File: src/rtl/mem_arbiter.sv
// Single-port memory arbiter: one fetch and one load/store requester onto a 64-bit memory port.
// Latency: request -> mem_req next cycle; ready one cycle after mem_ack (2 cycles with zero-wait memory).
// Backpressure: requesters hold valid until their ready pulse; mem_* held stable until mem_ack.
//
// Ports:
//   clk, rst                      clock, synchronous active-high reset
//   if_valid/if_addr              fetch request in; if_ready/if_rdata/if_err response out
//   d_valid/d_we/d_addr/d_wdata   data request in (d_word = size, d_memsign = zero-extend)
//   d_ready/d_rdata/d_err         data response out (d_rdata = extended load data, 0 for stores)
//   mem_req/mem_we/mem_addr       memory request out, doubleword aligned address
//   mem_wdata/mem_wstrb           lane-steered store data and byte strobes
//   mem_ack/mem_rdata             memory completion in, read data valid with ack
module mem_arbiter #(
  parameter int ADDR_W     = 64,
  parameter int MAX_DBURST = 4
) (
  input  logic              clk,
  input  logic              rst,
  input  logic              if_valid,
  input  logic [ADDR_W-1:0] if_addr,
  output logic              if_ready,
  output logic [31:0]       if_rdata,
  output logic              if_err,
  input  logic              d_valid,
  input  logic              d_we,
  input  logic [ADDR_W-1:0] d_addr,
  input  logic [63:0]       d_wdata,
  input  logic [1:0]        d_word,
  input  logic              d_memsign,
  output logic              d_ready,
  output logic [63:0]       d_rdata,
  output logic              d_err,
  output logic              mem_req,
  output logic              mem_we,
  output logic [ADDR_W-1:0] mem_addr,
  output logic [63:0]       mem_wdata,
  output logic [7:0]        mem_wstrb,
  input  logic              mem_ack,
  input  logic [63:0]       mem_rdata
);

  localparam int DCNT_W = $clog2(MAX_DBURST + 1);
  localparam logic [DCNT_W-1:0] DCNT_MAX = DCNT_W'(MAX_DBURST);

  typedef enum logic [1:0] {
    S_IDLE  = 2'd0,
    S_ISSUE = 2'd1,
    S_DONE  = 2'd2
  } state_e;

  state_e              state_q;
  logic [DCNT_W-1:0]   dcnt_q;
  logic                sel_d_q;   // granted requester: 1 = data, 0 = fetch
  logic                we_q;
  logic [2:0]          lo_q;      // byte offset within the doubleword
  logic [1:0]          size_q;
  logic                zext_q;

  logic                mem_req_q;
  logic                mem_we_q;
  logic [ADDR_W-1:0]   mem_addr_q;
  logic [63:0]         mem_wdata_q;
  logic [7:0]          mem_wstrb_q;
  logic                if_ready_q;
  logic [31:0]         if_rdata_q;
  logic                if_err_q;
  logic                d_ready_q;
  logic [63:0]         d_rdata_q;
  logic                d_err_q;

  // ---------------------------------------------------------------------------
  // Arbitration: data wins ties until it has taken MAX_DBURST grants in a row
  // while fetch was waiting, then fetch is forced through once.
  // ---------------------------------------------------------------------------
  logic gnt_fetch_d;
  logic gnt_data_d;

  always_comb begin
    gnt_fetch_d = 1'b0;
    gnt_data_d  = 1'b0;
    if (if_valid && d_valid) begin
      if (dcnt_q == DCNT_MAX) begin
        gnt_fetch_d = 1'b1;
      end else begin
        gnt_data_d = 1'b1;
      end
    end else begin
      gnt_fetch_d = if_valid;
      gnt_data_d  = d_valid;
    end
  end

  // Counter only grows while fetch is actually being held off.
  logic [DCNT_W-1:0] dcnt_d;
  assign dcnt_d = (gnt_data_d && if_valid) ? dcnt_q + DCNT_W'(1) : '0;

  // ---------------------------------------------------------------------------
  // Alignment and store lane steering
  // ---------------------------------------------------------------------------
  logic [2:0] size_mask;
  logic [7:0] strb_base;

  always_comb begin
    size_mask = 3'b000;
    strb_base = 8'h01;
    case (d_word)
      2'd0: begin size_mask = 3'b000; strb_base = 8'h01; end
      2'd1: begin size_mask = 3'b001; strb_base = 8'h03; end
      2'd2: begin size_mask = 3'b011; strb_base = 8'h0F; end
      default: begin size_mask = 3'b111; strb_base = 8'hFF; end
    endcase
  end

  logic        f_mis;
  logic        d_mis;
  logic [63:0] wdata_d;
  logic [7:0]  wstrb_d;

  assign f_mis   = |if_addr[1:0];
  assign d_mis   = |(d_addr[2:0] & size_mask);
  assign wdata_d = d_wdata << {d_addr[2:0], 3'b000};
  // Aligned accesses never spill past byte 7, so the 8-bit truncation is exact.
  assign wstrb_d = strb_base << d_addr[2:0];

  // ---------------------------------------------------------------------------
  // Load extraction and extension, evaluated against the live mem_rdata so the
  // result can be registered on the mem_ack edge.
  // ---------------------------------------------------------------------------
  logic [63:0] rd_shift;
  logic [63:0] ld_data_d;
  logic [31:0] fetch_data_d;

  assign rd_shift     = mem_rdata >> {lo_q, 3'b000};
  assign fetch_data_d = lo_q[2] ? mem_rdata[63:32] : mem_rdata[31:0];

  always_comb begin
    ld_data_d = rd_shift;
    case (size_q)
      2'd0: ld_data_d = zext_q ? {56'd0, rd_shift[7:0]}
                               : {{56{rd_shift[7]}}, rd_shift[7:0]};
      2'd1: ld_data_d = zext_q ? {48'd0, rd_shift[15:0]}
                               : {{48{rd_shift[15]}}, rd_shift[15:0]};
      2'd2: ld_data_d = zext_q ? {32'd0, rd_shift[31:0]}
                               : {{32{rd_shift[31]}}, rd_shift[31:0]};
      default: ld_data_d = rd_shift;
    endcase
  end

  // ---------------------------------------------------------------------------
  // Sequencer: IDLE decides, ISSUE waits for mem_ack, DONE pulses ready.
  // ---------------------------------------------------------------------------
  always_ff @(posedge clk) begin
    if (rst) begin
      state_q     <= S_IDLE;
      dcnt_q      <= '0;
      sel_d_q     <= 1'b0;
      we_q        <= 1'b0;
      lo_q        <= 3'd0;
      size_q      <= 2'd0;
      zext_q      <= 1'b0;
      mem_req_q   <= 1'b0;
      mem_we_q    <= 1'b0;
      mem_addr_q  <= '0;
      mem_wdata_q <= '0;
      mem_wstrb_q <= '0;
      if_ready_q  <= 1'b0;
      if_rdata_q  <= '0;
      if_err_q    <= 1'b0;
      d_ready_q   <= 1'b0;
      d_rdata_q   <= '0;
      d_err_q     <= 1'b0;
    end else begin
      case (state_q)
        S_IDLE: begin
          if (gnt_fetch_d || gnt_data_d) begin
            dcnt_q  <= dcnt_d;
            sel_d_q <= gnt_data_d;
            if (gnt_fetch_d) begin
              we_q   <= 1'b0;
              lo_q   <= if_addr[2:0];
              size_q <= 2'd2;
              zext_q <= 1'b1;
              if (f_mis) begin
                state_q    <= S_DONE;
                if_ready_q <= 1'b1;
                if_err_q   <= 1'b1;
                if_rdata_q <= '0;
              end else begin
                state_q     <= S_ISSUE;
                mem_req_q   <= 1'b1;
                mem_we_q    <= 1'b0;
                mem_addr_q  <= {if_addr[ADDR_W-1:3], 3'b000};
                mem_wdata_q <= '0;
                mem_wstrb_q <= '0;
              end
            end else begin
              we_q   <= d_we;
              lo_q   <= d_addr[2:0];
              size_q <= d_word;
              zext_q <= d_memsign;
              if (d_mis) begin
                state_q   <= S_DONE;
                d_ready_q <= 1'b1;
                d_err_q   <= 1'b1;
                d_rdata_q <= '0;
              end else begin
                state_q     <= S_ISSUE;
                mem_req_q   <= 1'b1;
                mem_we_q    <= d_we;
                mem_addr_q  <= {d_addr[ADDR_W-1:3], 3'b000};
                mem_wdata_q <= d_we ? wdata_d : '0;
                mem_wstrb_q <= d_we ? wstrb_d : '0;
              end
            end
          end
        end

        S_ISSUE: begin
          if (mem_ack) begin
            state_q     <= S_DONE;
            mem_req_q   <= 1'b0;
            mem_we_q    <= 1'b0;
            mem_wstrb_q <= '0;
            if (sel_d_q) begin
              d_ready_q <= 1'b1;
              d_err_q   <= 1'b0;
              d_rdata_q <= we_q ? '0 : ld_data_d;
            end else begin
              if_ready_q <= 1'b1;
              if_err_q   <= 1'b0;
              if_rdata_q <= fetch_data_d;
            end
          end
        end

        S_DONE: begin
          state_q    <= S_IDLE;
          if_ready_q <= 1'b0;
          if_err_q   <= 1'b0;
          if_rdata_q <= '0;
          d_ready_q  <= 1'b0;
          d_err_q    <= 1'b0;
          d_rdata_q  <= '0;
        end

        default: state_q <= S_IDLE;
      endcase
    end
  end

  assign mem_req   = mem_req_q;
  assign mem_we    = mem_we_q;
  assign mem_addr  = mem_addr_q;
  assign mem_wdata = mem_wdata_q;
  assign mem_wstrb = mem_wstrb_q;
  assign if_ready  = if_ready_q;
  assign if_rdata  = if_rdata_q;
  assign if_err    = if_err_q;
  assign d_ready   = d_ready_q;
  assign d_rdata   = d_rdata_q;
  assign d_err     = d_err_q;

endmodule

File: config.mk
export PLATFORM = sky130hd
export DESIGN_NAME = mem_arbiter
export DESIGN_NICKNAME = d
export VERILOG_FILES = /design/src/rtl/mem_arbiter.sv
export SDC_FILE = /design/constraint.sdc
export NUM_CORES = 1
export LEC_CHECK = 0
export ABC_CLOCK_PERIOD_IN_PS = 6300
export CORE_UTILIZATION = 35
export DETAILED_ROUTE_END_ITERATION = 16
export PLACE_DENSITY = 0.72
export RECOVER_POWER = 50
export SYNTH_ARGS = -nofsm -noshare
export SYNTH_HDL_FRONTEND = slang
export SYNTH_SLANG_ARGS = --single-unit
File: constraint.sdc
create_clock -name clk -period 6.3 [get_ports clk]
set_clock_uncertainty 0.2 [all_clocks]
set_input_delay 1.26 -clock clk [delete_from_list [all_inputs] [get_ports clk]]
set_output_delay 1.26 -clock clk [all_outputs]
set_load 0.02 [all_outputs]
==> results by group, run 1 <==
Status
  – Result of the run: complete, but fails checks
  – Violated checks: capacitance limit, slew limit

Detailed routing
  – Detailed router's first-iteration violation count: 1121
  – Vias per Instance: 5.74
  – Residual antenna-violating net count after detailed routing: 0
  – Initial DRT Pass Iterations: 6
  – Total length of routed wires: 57200 um
  – Wire per inst: 22.4 um
  – Via Count: 14600
  – Residual DRC count: 0

STA
  – Final setup fails: 0
  – Tightest slew margin relative to the limit: -114%
  – Smallest setup slack after layout: 1.27 ns
  – Slew of the pin with the lowest slew margin: 3.21 ns
  – Portion of the clock cycle consumed by the worst path in the final layout: 79.8%
  – Final TNS setup: 0 ns
  – Highest clock frequency the design can meet: 0.199 GHz
  – Unrepaired setup endpoints after global routing: no
  – Post-layout min period: 5.03 ns
  – Final Hold Violating Endpoints: 0
  – Total count of max-transition violations in the final report: 66

Setup path
  – Number of cell instances on the worst register-to-register path: 7
  – Master of the slowest instance on the critical path: sky130_fd_sc_hd__clkbuf_1
  – Number of buffers and inverters on the critical path: 2
  – Type of element launching the critical path: input port
  – Stage delay of the slowest cell on the critical path: 2.25 ns
  – Type of the worst setup path: in2reg
  – Maximum fanout encountered on the critical timing path: 65
  – Worst-path cell chain: dlygate4sd3_1, a21bo_1, nand2_2, clkbuf_1, nand2_1, a311oi_1
  – Arrival time reported for the critical path endpoint: 5.29 ns
  – Crit. End Element: flop
  – Endpoint of the lowest-slack register-to-register path: mem_addr[3]
  – Beginning of the worst register-to-register path: dcnt_q[0]
  – Data required time of the critical path: 6.57 ns
  – Flop2flop setup slack: 1.96 ns
  – Cell type group with the largest total delay on the critical path: buffers and inverters

Pwr
  – Net Sw Power: 1.58 mW
  – Worst IR drop on VDD: 0.000209 V
  – Sequential fraction of design power: 35.4%
  – PD cells: 243 nW/um2
  – Switching portion of total power: 32.7%
  – Internal power consumption: 3.26 mW
  – Power share of the clock group: 35.3%
  – Part of the total power dissipated in combinational logic: 29.3%
  – Pleak: 7.72 nW

Placed design
  – Post-Place Worst Slack: 1.77 ns
  – Placed wire-length estimate: 41600 um
  – Number of buffers added on ports: 499
  – GPL Wtd Cong: 0.958

CTS
  – Number of hold buffers added after CTS: 0
  – TritonCTS clock tree: built
  – Deepest level of the CTS H-tree: 1
  – Clock transition at path regs: 0.06 ns
  – Later-pin clock latency in the skew report: 0.56 ns
  – Clock Path Buffers: 3
  – CTS Buf Count: 30
  – Post-CTS sizing: 0
  – Root buffer cell: sky130_fd_sc_hd__clkbuf_16
  – Count of clock tree sinks: 248
  – Post-CTS setup repair buffer count: 0

Floorplanning
  – Core Footprint: 38700 um2
  – Boundary Pins: 503
  – Vertical extent of the die: 201 um
  – Initial Utilization: 35.6%
  – Row count: 72
  – Total die area: 40300 um2
  – Die X: 201 um

Synthesis
  – Post-Syn Area: 13800 um2
  – Share of the synthesized area in the top cell type: 36.0%
  – Part of the Yosys area used for sequential elements: 36.0%
  – Async set or reset register ratio after synthesis: 0%
  – Cell type with the largest total area after synthesis: sky130_fd_sc_hd__dfxtp_1
  – Top cell types by occurrence after synthesis: sky130_fd_sc_hd__nand2_1, sky130_fd_sc_hd__dfxtp_1, sky130_fd_sc_hd__a21oi_1, sky130_fd_sc_hd__clkbuf_1, sky130_fd_sc_hd__nor2_1
  – Cells taking the most area after synthesis: sky130_fd_sc_hd__dfxtp_1, sky130_fd_sc_hd__nand2_1, sky130_fd_sc_hd__mux4_2, sky130_fd_sc_hd__a21oi_1, sky130_fd_sc_hd__mux2i_1
  – EDFF count, synth: 0
  – Average size of a mapped cell: 8.49 um2
  – Unique cell type count in the Yosys netlist: 59
  – Number of instances in the synthesized netlist: 1627
  – Synth warnings: 0
  – Synth Flop Type: sky130_fd_sc_hd__dfxtp_1
  – #FFs+latches synth: 248
  – Most frequently used cell type in the post-synthesis netlist: sky130_fd_sc_hd__nand2_1

GRT
  – Total congestion overflow after global routing: 0
  – First-pass GRT wire length: 85900 um
  – Via count of the first global-routing pass: 14100
  – Tot GR Track Use: 27.2%
  – Routing usage on met3: 5.73%
  – Maximum number of pins on one net before global-route repair: 135
  – Global routing met2 resource utilization: 44.8%
  – Initial antenna violation count: 6
  – Most Crowded Layer GR: met2
  – GRT met1 Usage: 33.5%

Worst hold path
  – Hold_sp: if_rdata[0]
  – Path category of the worst min-delay check: reg2reg
  – WHS Endpoint: if_rdata[0]
  – Number of cells traversed by the worst hold path: 2

Finish
  – Count of nets after finishing: 2279
  – Area delta synth->final: 43.9%
  – Share of final-layout standard cells stronger than drive strength 1: 10.2%

Run
  – Maximum Capacitance Violations: 1
-- power by group through the flow --
stage          registers (mW)  clock network [mW]  logic [mW]
2_1_floorplan            1.81                   0       0.794
3_3_place_gp             1.75                   0        1.41
3_5_place_dp             1.75                   0        1.42
4_1_cts                  1.72                1.74        1.43
5_1_grt                  1.72                1.79        1.52
6_report                 1.71                1.71        1.42
-- worst max path at each step --
stage,startpoint,to,slack [ns],cells after the start
after global placement,d_word[1],mem_wdata[33],1.83,7
after floorplan,if_valid,d_rdata[6],3.04,8
final,d_valid,mem_addr[3],1.27,6
after detailed placement,mem_rdata[7],d_rdata[62],1.77,6
after global routing,d_valid,mem_addr[3],1.02,6
after CTS,d_word[1],mem_wdata[34],2.36,7
-- state kept, by name, indices dropped and copies added, names as in the netlist --
signal and flops:
if_rdata 32, mem_we 1, mem_req 1, mem_addr 61, d_ready 1, if_ready 1
d_err 1, mem_wstrb 8, we_q 1, dcnt_q 3, state_q 2, zext_q 1
if_err 1, lo_q 3, d_rdata 64, size_q 2, mem_wdata 64, sel_d_q 1
-- metrics by stage --
| stage | hold WS, ns | instances | utilization, % | total power, mW | area [um2] |
|---|---|---|---|---|---|
| 2_1_floorplan | 0.246 | 1629 | - | 2.61 | 13800 |
| 5_1_grt | 0.259 | 2549 | 51.3 | 5.03 | 19900 |
| 4_1_cts | 0.252 | 2549 | 51.4 | 4.88 | 19900 |
| 3_3_place_gp | 0.238 | 2494 | 48.9 | 3.16 | 18900 |
| 6_report | 0.245 | 2552 | 51.3 | 4.84 | 19900 |
| 3_5_place_dp | 0.244 | 2494 | 48.9 | 3.17 | 18900 |
-- cell families after synthesis --
logic type               synth area share [%]
multiplexers                             17.5
flip-flops                               36.0
buffers and inverters                    5.93
other                                  0.0272
AND/OR/NAND/NOR                          19.4
AO/OA/AOI/OAI                            20.7
adder cells (fa/ha/maj)                 0.544
-- tightest hold or removal path, delay by kind of cell (launching register included) --
kind,cells,cell delay [ns]
AOI/OAI and AO/OA,1,0.05
DFF,1,0.30
and+or+nand+nor,1,0.05
-- area by class of cell --
| type | instances | area, um2 |
|---|---|---|
| Antenna cell | 3 | 7.51 |
| Sequential cell | 248 | 4970 |
| Clock buffer | 46 | 892 |
| Timing Repair Buffer | 520 | 5150 |
| Tap cell | 518 | 648 |
| Fill cell | 3577 | 18900 |
| Multi-Input combinational cell | 1189 | 8070 |
| Inverter | 19 | 71.3 |
| Clock inverter | 9 | 70.1 |
-- cell usage in the layout (no fill, tap or decap), types with 11 or more instances in the layout --
| cell type | count |
|---|---|
| sky130_fd_sc_hd__a211oi_1 | 18 |
| sky130_fd_sc_hd__a21oi_1 | 127 |
| sky130_fd_sc_hd__a22o_1 | 31 |
| sky130_fd_sc_hd__a311oi_1 | 64 |
| sky130_fd_sc_hd__a32o_1 | 32 |
| sky130_fd_sc_hd__and2_1 | 21 |
| sky130_fd_sc_hd__and3_1 | 13 |
| sky130_fd_sc_hd__buf_4 | 19 |
| sky130_fd_sc_hd__clkbuf_1 | 11 |
| sky130_fd_sc_hd__clkbuf_16 | 31 |
| sky130_fd_sc_hd__clkdlybuf4s50_1 | 264 |
| sky130_fd_sc_hd__dfxtp_1 | 245 |
| sky130_fd_sc_hd__dlygate4sd3_1 | 232 |
| sky130_fd_sc_hd__inv_1 | 18 |
| sky130_fd_sc_hd__mux2_2 | 56 |
| sky130_fd_sc_hd__mux2i_1 | 63 |
| sky130_fd_sc_hd__mux4_2 | 51 |
| sky130_fd_sc_hd__nand2_1 | 309 |
| sky130_fd_sc_hd__nand3_1 | 77 |
| sky130_fd_sc_hd__nor2_1 | 100 |
| sky130_fd_sc_hd__nor2b_1 | 12 |
| sky130_fd_sc_hd__o211ai_1 | 19 |
| sky130_fd_sc_hd__o21ai_0 | 54 |
| sky130_fd_sc_hd__or2_2 | 11 |
| sky130_fd_sc_hd__or4_1 | 17 |
-- layer usage --
metal,vias up,part of all wire [%]
met4,8,6.0
li1,6713,-
met3,171,8.4
met1,6942,39
met5,-,0.072
met2,803,47
Note: power is estimated with default switching activity, not from simulation.
==> run 2: changes to the inputs <==
--- a/config.mk
+++ b/config.mk
@@ -5,10 +5,10 @@
 export SDC_FILE = /design/constraint.sdc
 export NUM_CORES = 1
 export LEC_CHECK = 0
-export ABC_CLOCK_PERIOD_IN_PS = 6300
+export ABC_CLOCK_PERIOD_IN_PS = 4150
 export CORE_UTILIZATION = 35
 export DETAILED_ROUTE_END_ITERATION = 16
-export PLACE_DENSITY = 0.72
+export PLACE_DENSITY = 0.75
 export RECOVER_POWER = 50
 export SYNTH_ARGS = -nofsm -noshare
 export SYNTH_HDL_FRONTEND = slang
==> constraint.sdc (replaced) <==
create_clock -name clk -period 4.15 [get_ports clk]
set_clock_uncertainty 0.2 [all_clocks]
set_input_delay 0.83 -clock clk [delete_from_list [all_inputs] [get_ports clk]]
set_output_delay 0.83 -clock clk [all_outputs]
set_load 0.02 [all_outputs]
==> results by group, run 2 (synthesis results as in run 1) <==
CTS
  – CTS Buf Count: 29
  – Count of clock tree sinks: 248
  – Later-pin clock latency in the skew report: 0.56 ns
  – Number of hold buffers added after CTS: 0
  – TritonCTS clock tree: built
  – Clock Path Buffers: 3
  – Post-CTS setup repair buffer count: 0
  – Deepest level of the CTS H-tree: 1
  – Post-CTS sizing: 0
  – Root buffer cell: sky130_fd_sc_hd__clkbuf_16
  – Clock transition at path regs: 0.06 ns

Floorplanning
  – Row count: 72
  – Vertical extent of the die: 201 um
  – Total die area: 40300 um2
  – Core Footprint: 38700 um2
  – Die X: 201 um
  – Initial Utilization: 35.6%
  – Boundary Pins: 503

Placed design
  – GPL Wtd Cong: 0.949
  – Number of buffers added on ports: 499
  – Placed Cells: 2509
  – Placed wire-length estimate: 41800 um

Finish
  – Final Util: 51.8%
  – Reg area: 4970 um2
  – Final Non-Filler Cells: 2564
  – Leading cell types in the layout, fill and taps excluded: sky130_fd_sc_hd__nand2_1, sky130_fd_sc_hd__clkdlybuf4s50_1, sky130_fd_sc_hd__dfxtp_1
  – Fill cells: 3560
  – Commonest non-fill, non-tap cell in the layout: sky130_fd_sc_hd__nand2_1
  – Multi-input logic area: 8090 um2
  – Share of final-layout standard cells stronger than drive strength 1: 11.4%
  – Area delta synth->final: 45.4%
  – Count of nets after finishing: 2293

Pwr
  – Power share of the clock group: 36.0%
  – Sequential fraction of design power: 35.1%
  – Switching portion of total power: 32.9%
  – Net Sw Power: 2.46 mW
  – Internal power consumption: 5.02 mW
  – PD cells: 373 nW/um2
  – Part of the total power dissipated in combinational logic: 28.9%
  – Pleak: 7.78 nW
  – Worst IR drop on VDD: 0.000298 V
  – Overall Power: 7.48 mW

GRT
  – First-pass GRT wire length: 85600 um
  – Maximum number of pins on one net before global-route repair: 77
  – Tot GR Track Use: 27.0%
  – Via count of the first global-routing pass: 14200
  – Total congestion overflow after global routing: 0
  – Initial antenna violation count: 3

Detailed routing
  – Via Count: 14600
  – Residual DRC count: 0
  – Initial DRT Pass Iterations: 5
  – Total length of routed wires: 56300 um
  – Detailed router's first-iteration violation count: 1358
  – Wire per inst: 21.9 um
  – Vias per Instance: 5.70
  – Residual antenna-violating net count after detailed routing: 0

Setup path
  – Maximum fanout encountered on the critical timing path: 39
  – Arrival time reported for the critical path endpoint: 3.47 ns
  – Data required time of the critical path: 4.32 ns
  – Crit. End Element: flop
  – Type of the worst setup path: in2reg
  – Type of element launching the critical path: input port

STA
  – Final Hold Violating Endpoints: 0
  – Post-layout min period: 3.30 ns
  – Portion of the clock cycle consumed by the worst path in the final layout: 79.5%
  – Unrepaired setup endpoints after global routing: no
  – Tightest slew margin relative to the limit: -10.6%
  – Final setup fails: 0
  – Slew of the pin with the lowest slew margin: 1.66 ns
  – Highest clock frequency the design can meet: 0.303 GHz
  – Total count of max-transition violations in the final report: 76
  – Final TNS setup: 0 ns

Status
  – Result of the run: complete, but fails checks
  – Violated checks: capacitance limit, slew limit

Worst hold path
  – Path category of the worst min-delay check: reg2reg

Run
  – Maximum Capacitance Violations: 1
[run 2: cell types whose count changed in the layout (fill, tap and decap cells not counted), sizes merged]
cell           before  now
buf                22   36
clkbuf             48   34
clkdlybuf4s50     264  276
dlygate4sd3       232  220
clkinv              9   14
bufinv              1    4
clkinvlp            0    3
inv                18   20
diode               3    2
[run 2: critical path, stage by stage]
cell	delay (ns)
sky130_fd_sc_hd__clkdlybuf4s50_1	0.63
sky130_fd_sc_hd__inv_1	0.20
sky130_fd_sc_hd__o221ai_1	0.47
sky130_fd_sc_hd__a21o_2	0.68
sky130_fd_sc_hd__buf_4	0.42
sky130_fd_sc_hd__a211o_1	0.16
sky130_fd_sc_hd__a21oi_1	0.06
[run 2: final timing paths]
kind | startpoint | to | slack [ns] | cells after the start
worst max-delay path | if_valid | mem_wdata[43] | 0.85 | 7
worst min-delay path | if_rdata[18] | if_rdata[18] | 0.25 | 2
worst max register to register | lo_q[1] | d_rdata[63] | 1.09 | 5
worst min register to register | if_rdata[18] | if_rdata[18] | 0.25 | 2
[run 2: through the flow]
| stage | setup WS [ns] | instance area (um2) | hold WS [ns] |
|---|---|---|---|
| floorplan | 1.32 | 13800 | 0.246 |
| global placement | 0.468 | 19100 | 0.239 |
| detailed placement | 0.379 | 19100 | 0.244 |
| CTS | 0.981 | 20100 | 0.253 |
| global route | 0.685 | 20100 | 0.269 |
| finish | 0.852 | 20100 | 0.247 |
[run 2: layout make-up]
type | instances | area share (%)
diodes | 2 | 0.0249
clock inverters | 22 | 1.22
repair buffers | 535 | 26.4
well taps | 518 | 3.23
flip-flops and latches | 248 | 24.7
multi-input cells | 1189 | 40.3
clock buffers | 31 | 3.75
inverters | 19 | 0.355
[run 2: metal layers]
layer / part of all wire (%) / vias up / global-route usage [%]
met5: 0.044 / - / 0
met4: 4.9 / 4 / 12.1
met3: 8.5 / 151 / 6.30
met2: 47 / 775 / 44.5
met1: 39 / 6950 / 33.5
li1: - / 6735 / -
[run 2: power by group through the flow]
stage          logic, mW  clock network, mW  registers, mW
2_1_floorplan       1.21                  0           2.75
3_3_place_gp        2.14                  0           2.67
3_5_place_dp        2.17                  0           2.68
4_1_cts             2.18               2.74           2.63
5_1_grt             2.31               2.84           2.64
6_report            2.16               2.69           2.62
